<file path="config.mk">
export PLATFORM = sky130hd
export DESIGN_NAME = seg_scan_decoder
export DESIGN_NICKNAME = d
export VERILOG_FILES = /design/src/rtl/seg_pkg.sv /design/src/rtl/seg_pattern_decode.sv /design/src/rtl/seg_scan_decoder.sv
export SDC_FILE = /design/constraint.sdc
export NUM_CORES = 1
export LEC_CHECK = 0
export BUFFER_PORTS_ARGS = -buffer_cell sky130_fd_sc_hd__buf_4
export CORE_MARGIN = 8
export CORE_UTILIZATION = 35
export DETAILED_ROUTE_END_ITERATION = 8
export GPL_TIMING_DRIVEN = 0
export PLACE_DENSITY_LB_ADDON = 0.1
export SYNTH_ARGS = -nofsm -noshare
export SYNTH_HDL_FRONTEND = slang
export SYNTH_HIERARCHICAL = 1
export SYNTH_SLANG_ARGS = --single-unit
</file>
<file path="constraint.sdc">
create_clock -name clk -period 3.5 [get_ports clk]
set_clock_uncertainty 0.05 [all_clocks]
set_input_delay 0.7 -clock clk [delete_from_list [all_inputs] [get_ports clk]]
set_output_delay 0.7 -clock clk [all_outputs]
set_load 0.02 [all_outputs]
</file>
<file path="src/rtl/seg_pkg.sv">
// Shared definitions for the 7-segment display path: active-low segment
// patterns, special decode codes and the scan-decoder state type.
package seg_pkg;

  localparam logic [6:0] SEG_0     = 7'h40;
  localparam logic [6:0] SEG_1     = 7'h79;
  localparam logic [6:0] SEG_2     = 7'h24;
  localparam logic [6:0] SEG_3     = 7'h30;
  localparam logic [6:0] SEG_4     = 7'h19;
  localparam logic [6:0] SEG_5     = 7'h12;
  localparam logic [6:0] SEG_6     = 7'h03;
  localparam logic [6:0] SEG_7     = 7'h58;
  localparam logic [6:0] SEG_8     = 7'h00;
  localparam logic [6:0] SEG_9     = 7'h18;
  localparam logic [6:0] SEG_BLANK = 7'h7F;

  localparam logic [3:0] CODE_BLANK   = 4'hE;
  localparam logic [3:0] CODE_INVALID = 4'hF;

  typedef enum logic [1:0] {
    IDLE,
    SETTLING,
    HELD
  } scan_state_t;

endpackage

</file>
<file path="src/rtl/seg_pattern_decode.sv">
// Combinational inverse of the segment encoder: 7-bit active-low pattern
// (g..a, dp excluded) back to a BCD code, blank code or invalid code.
module seg_pattern_decode
  import seg_pkg::*;
(
  input  logic [6:0] pattern,
  output logic [3:0] code,
  output logic       invalid
);

  always_comb begin
    code    = CODE_INVALID;
    invalid = 1'b0;
    case (pattern)
      SEG_0:     code = 4'd0;
      SEG_1:     code = 4'd1;
      SEG_2:     code = 4'd2;
      SEG_3:     code = 4'd3;
      SEG_4:     code = 4'd4;
      SEG_5:     code = 4'd5;
      SEG_6:     code = 4'd6;
      SEG_7:     code = 4'd7;
      SEG_8:     code = 4'd8;
      SEG_9:     code = 4'd9;
      SEG_BLANK: code = CODE_BLANK;
      default:   invalid = 1'b1;
    endcase
  end

endmodule

</file>
<file path="src/rtl/seg_scan_decoder.sv">
// Display-bus monitor: debounces each multiplexed anode dwell, decodes the
// segment pattern per digit position and pulses frame_valid per full refresh.
module seg_scan_decoder
  import seg_pkg::*;
#(
  parameter int NUM_DIGITS    = 6,
  parameter int SETTLE_CYCLES = 4
) (
  input  logic                    clk,
  input  logic                    reset,
  input  logic [7:0]              seg_in,
  input  logic [NUM_DIGITS-1:0]   an_in,
  input  logic                    clear_err,
  output logic [4*NUM_DIGITS-1:0] digits_out,
  output logic [NUM_DIGITS-1:0]   dp_out,
  output logic                    frame_valid,
  output logic                    pattern_err,
  output logic                    anode_err
);

  localparam int CW = $clog2(SETTLE_CYCLES) + 1;
  localparam logic [CW-1:0] CNT_MAX   = CW'(SETTLE_CYCLES - 1);
  localparam logic [CW-1:0] COMMIT_AT = CW'(SETTLE_CYCLES - 2);

  logic [7:0]            seg_q;
  logic [NUM_DIGITS-1:0] an_q;
  logic [NUM_DIGITS-1:0] seen;
  logic [NUM_DIGITS-1:0] seen_next;
  logic [CW-1:0]         cnt;
  scan_state_t           state, state_next;
  logic                  match, all_high, commit, single;
  logic [3:0]            code;
  logic                  invalid;

  seg_pattern_decode u_decode (
    .pattern (seg_q[6:0]),
    .code    (code),
    .invalid (invalid)
  );

  assign match     = (seg_in == seg_q) && (an_in == an_q);
  assign all_high  = &an_in;
  assign single    = $onehot(~an_q);
  assign seen_next = seen | ~an_q;

  // Commit fires on the edge that brings the SETTLE_CYCLES-th identical sample.
  always_comb begin
    state_next = state;
    commit     = 1'b0;
    if (all_high) begin
      state_next = IDLE;
    end else if (!match) begin
      state_next = SETTLING;
    end else begin
      case (state)
        SETTLING: begin
          if (cnt >= COMMIT_AT) begin
            state_next = HELD;
            commit     = 1'b1;
          end
        end
        default: state_next = state;
      endcase
    end
  end

  always_ff @(posedge clk or negedge reset) begin
    if (!reset) begin
      seg_q <= 8'hFF;
      an_q  <= '1;
      cnt   <= '0;
      state <= IDLE;
    end else begin
      seg_q <= seg_in;
      an_q  <= an_in;
      state <= state_next;
      if (!match) begin
        cnt <= '0;
      end else if (cnt != CNT_MAX) begin
        cnt <= cnt + 1'b1;
      end
    end
  end

  always_ff @(posedge clk or negedge reset) begin
    if (!reset) begin
      digits_out  <= '1;
      dp_out      <= '0;
      seen        <= '0;
      frame_valid <= 1'b0;
    end else begin
      frame_valid <= 1'b0;
      if (commit && single) begin
        for (int i = 0; i < NUM_DIGITS; i++) begin
          if (!an_q[i]) begin
            digits_out[4*i +: 4] <= code;
            dp_out[i]            <= ~seg_q[7];
          end
        end
        if (&seen_next) begin
          frame_valid <= 1'b1;
          seen        <= '0;
        end else begin
          seen <= seen_next;
        end
      end
    end
  end

  // A new error event takes priority over a same-cycle clear request.
  always_ff @(posedge clk or negedge reset) begin
    if (!reset) begin
      pattern_err <= 1'b0;
      anode_err   <= 1'b0;
    end else begin
      if (commit && single && invalid) begin
        pattern_err <= 1'b1;
      end else if (clear_err) begin
        pattern_err <= 1'b0;
      end
      if (commit && !single) begin
        anode_err <= 1'b1;
      end else if (clear_err) begin
        anode_err <= 1'b0;
      end
    end
  end

endmodule

</file>
### After elaboration in Yosys (flattened, before gate mapping)

Index checks and enable logic that the tools add are counted.

* input port bits: 17
* register bits: 58
* output and inout port bits: 33
* word-level logic and storage cells: 90

* multiplexer cells: 18
* add/sub/neg operators: 6
* order comparisons: 1
* bitwise logic cells: 9
* eq/ne operators: 18
* reduce and logical (&&, ||, !) cells: 18

Operators by type and width (number)
* $pmux W4 S11: 1
* $eq A7 B7 Y1 const B: 4
* $eq A7 B5 Y1 const B: 3
* $eq A7 B6 Y1 const B: 2
* $reduce_and A2 Y1: 7
* $reduce_and A6 Y1: 2
* $reduce_or A11 Y1: 1
* $mux W1: 10
* $eq A8 B8 Y1: 1
* $mux W2: 4
* $eq A7 B2 Y1 const B: 1
* $logic_not A7 Y1: 1
* $not A1 Y1: 7
* $add A1 B1 Y2: 3
* $eq A6 B6 Y1: 1
* $mux W3: 2
* $mux W6: 1
* $ne A3 B1 Y1 const B: 2
* $not A6 Y6: 1
* $or A6 B6 Y6: 1
* $logic_and A1 B1 Y1: 4
* $reduce_bool A2 Y1: 2
* $add A2 B2 Y3: 1
* $add A3 B1 Y3 const B: 1
* 7 further kinds: 7

### Longest topological paths before layout

* word-level depth: 8
* depth in mapped cells: 10
* gate-level depth less buffers: 9

### Hierarchy

Netlist, hierarchy kept.

By module, submodules not included
* seg_scan_decoder: cells each 172, seq. area each 1498.9 um2, area an instance 2517.4 um2, times used 1
* seg_pattern_decode: cells each 51, seq. area each 0.0 um2, area an instance 320.3 um2, times used 1

### Least setup slack after synthesis

OpenSTA, ideal clock, no wires.

* path kind: reg2reg
* start: register an_q[1]
* end: register digits_out[12]
* cell stages (with the launch flop): 11
* period minus slack after synthesis: 3.782 ns
* library setup time: 0.082 ns
* path slack: -0.282 ns
* data arrival time: 3.650 ns
* buffers on the path: 1
* required time: 3.368 ns
* cell sequence: dfstp_2 fa_1 inv_1 fa_1 ha_1 fa_1 or3b_1 or3_1 buf_4 nor3_4 mux2_4

* word-level cells in the longest chain between the ends: 7
* elaborated cells between the ends (all ways): 11
* those cells by class: add/sub: 3; eq/ne: 2; mux: 2; bitwise: 1; reduce/logical: 3

Ends and longest elaborated chain
* start, declared: line seg_scan_decoder.sv:26 `logic [NUM_DIGITS-1:0] an_q;`
* start signal, assigned: line seg_scan_decoder.sv:75 `an_q <= an_in;`
* $not A6 Y6: line seg_scan_decoder.sv:43 `assign single = $onehot(~an_q);`
* $add A1 B1 Y2 (implied by the code): line seg_scan_decoder.sv:43
* $add A2 B2 Y3 (implied by the code): line seg_scan_decoder.sv:43
* $add A3 B2 Y3 (implied by the code): line seg_scan_decoder.sv:43
* $eq A3 B1 Y1: line seg_scan_decoder.sv:43
* $logic_and A1 B1 Y1 (*): line seg_scan_decoder.sv:93 `if (commit && single) begin`
* $reduce_and A2 Y1 (no source line) (*)
* end signal, assigned by index: line seg_scan_decoder.sv:96 `digits_out[4*i +: 4] <= code;`
* end, declared: line seg_scan_decoder.sv:14 `output logic [4*NUM_DIGITS-1:0] digits_out,`

Every way passes the cells marked *; elsewhere a longest branch is shown, timed or not.
A chain may end at the register's enable or synchronous reset.

### Worst setup path in the final report

* start: register an_q[1]
* end: register digits_out[19]

The elaborated chain is that of the path after synthesis.

==> results.cfg <==
[grt]
grt_max_degree = 59
track_usage_pct = 12.96
overflow = 0
grt_pass1_vias = 2187
grt_pass1_wl_mm = 11.44
antenna_found_initial = 0

[final_layout]
fin_util_pct = 47.66
drive_above_1_share_pct = 53.33
mostFrequentLayoutCell = buf_4
area_delta_synth_final_pct = 35.23
antenna_cells = 0
mostFrequentLayoutCells = buf_4 (53), dfstp_2 (38), mux2_4 (24)
finalNetCount = 318
instances_no_fill = 405

[cts]
clk_pin_slew_worst_paths_ns = 0.07
cts_tree = built
cts_buffers = 9
cts_buffer_depth = 2
clock_sinks = 58
clkLatencyLatePin_ns = 0.33
htreeDepth = 3
clockRootBuffer = clkbuf_8

[timing]
setup_ws_ns = -0.2113
hold_viol_final = 0
fmax_mhz = 269.5
setup_viol = 32
rsz0062_at_grt = true
min_period_ns = 3.711
tightest_slew_ns = 1.007
fin_crit_sh_pct = 106.0
max_slew_margin_pct = 31.82
drv_slew = 0

[placed_design]
gp_congestion = 0.7673
portBuffers = 49
dp_hpwl_mm = 4.568
post-place-ws_ns = -0.4828
dpl.cell_count = 377

[yosys]
synth_nets = 246
synthArstFlopShare_pct = 100.0
synth_seq_cells = 58
yosysWarnings = 6
yosysSeqAreaShare_pct = 52.82
synth_area_um2 = 2838
postSynthAreaPerCell_um2 = 12.73
synth_cell_type_count = 48
synth_ff_type = dfstp_2
ys_top_cells_by_area = dfstp_2 (35%), dfrtp_1 (18%), mux2_2 (7.9%), xor2_1 (4.6%), nor3_4 (3.4%)
synth-edff-count = 0
synthCells = 223
yosysTopAreaCell = dfstp_2
yosysTopAreaCellShare_pct = 35.19

[worst_setup_path]
arrival_ns = 3.93
start_kind = register
crit_required_ns = 3.71
end_kind = register
critical_path_class = reg2reg
crit_fanout = 6
r2r_setup_slack_ns = -0.21

[detailed_routing]
vias_per_cell = 4.815
ant_nets = 0
vias = 1950
wl_per_cell_um = 16.85
drc = 0
firstDrtPassIters = 4
wl_mm = 6.824
drt_iter0_drc = 152

[power]
p_switching_w = 0.0003578
p_sw_share_pct = 23.01
power.leakage_nw = 1.697
pwr-share-comb_pct = 8.1
p_clk_share_pct = 47.1
p_seq_share_pct = 44.8
p_int_w = 0.001197
vdd_drop_max_mv = 0.1949
p_per_area_nw_per_um2 = 405.2

[status]
status = finished with violations
violations = negative setup slack

[die]
die_area_um2 = 11250
die_w_um = 106.0
core.rowCount = 33
die_h_um = 106.0
core_um2 = 8051
start_util_pct = 35.24
ios = 50

[min_path]
hold_path.class = in2async

[job]
maxCapViolCount = 0
## per-layer routing
layer,GRT usage (%),share of wire (%),vias to the layer above
li1,-,-,934
met3,4.537,5.6,9
met2,18.10,44,54
met5,0,0,-
met4,5.729,1.5,0
met1,17.62,49,953
## power groups by stage
stage / registers, W / clock network, W / logic, W
2_1_floorplan: 0.000707 / 0 / 0.0000623
3_3_place_gp: 0.000710 / 0 / 0.000111
3_5_place_dp: 0.000710 / 0 / 0.000112
4_1_cts: 0.000697 / 0.000753 / 0.000126
5_1_grt: 0.000698 / 0.000788 / 0.000141
6_report: 0.000697 / 0.000733 / 0.000126
## worst max-delay path: stages (launching register included)
cell and delay (ns):
dfstp_2 0.55, fa_1 0.41, inv_1 0.08, fa_1 0.41
ha_2 0.19, fa_1 0.43, or3b_4 0.38, or3_4 0.44
nor3_4 0.24, buf_12 0.16, mux2_4 0.30
## stage by stage
stage	hold WS (ns)	power, W	setup TNS (ns)	cell area, um2
after floorplan	0.3544	0.0007691	-5.069	2867
after global placement	0.4178	0.0008209	-12.97	3366
after detailed placement	0.4183	0.0008222	-13.62	3366
after CTS	0.4000	0.001576	-5.347	3832
after global routing	0.4085	0.001627	-8.408	3837
final	0.3829	0.001555	-5.339	3837
## sequential cells by signal, indices dropped and copies added (netlist names)
name	cells
anode_err	1
cnt	3
state	2
dp_out	6
digits_out	24
pattern_err	1
frame_valid	1
an_q	6
seen	6
seg_q	8
## cell type report
type	instances	area [um2]
tap	105	131.4
timing repair buffer	62	543.0
fill	754	4214
sequential	58	1499
clock buffer	12	165.2
clock inverter	4	72.57
multi-input combinational	139	1329
inverter	17	63.81
buffer	8	33.78
## worst paths after layout
check | start | endpoint | depth (start not counted)
max | an_q[1]$_DFF_PN1_ | digits_out[19]$_DFFE_PN1P_ | 10
min | reset | pattern_err$_DFFE_PN0P_ | 1
max reg2reg | an_q[1]$_DFF_PN1_ | digits_out[19]$_DFFE_PN1P_ | 10
min reg2reg | seen[1]$_DFFE_PN0P_ | seen[1]$_DFFE_PN0P_ | 1
max in group asynchronous | reset | seen[0]$_DFFE_PN0P_ | 1
min in group clk | seen[1]$_DFFE_PN0P_ | seen[1]$_DFFE_PN0P_ | 1
## cells by family after synthesis
| logic type | after synthesis | share of synthesized area (%) |
|---|---|---|
| flops | 58 | 52.82 |
| simple gates | 57 | 15.03 |
| mux | 31 | 12.52 |
| compound gates | 27 | 6.922 |
| buf+inv | 26 | 3.704 |
| xor+xnor | 18 | 5.556 |
| fa+ha+maj | 6 | 3.439 |
## what timing repair did
action | CTS | global route
setup buffers | 13 | 0
pin swaps | 6 | 2
endpoints found under the setup margin | 36 | 37
hold buffers | 0 | 0
gates resized for setup | 21 | 1
## cells in the mapped netlist (2+ instances only)
master    number
dfstp_2       38
dfrtp_1       20
mux2_2        20
inv_1         17
xor2_1        15
nor2_1        12
nand2_1        8
mux2i_1        7
nor3_4         6
o21a_1         6
clkbuf_1       5
mux2_4         4
o21ai_0        4
a21oi_1        3
buf_2          3
fa_1           3
ha_1           3
nand2b_1       3
nor3_1         3
nor4_2         3
xnor2_1        3
a32o_1         2
nand3_1        2
nand3b_1       2
nand4_1        2
nor2b_1        2
nor4_1         2
o22ai_1        2
or3_1          2
or3b_1         2
or4b_1         2
(Power assumes the default switching activity.)
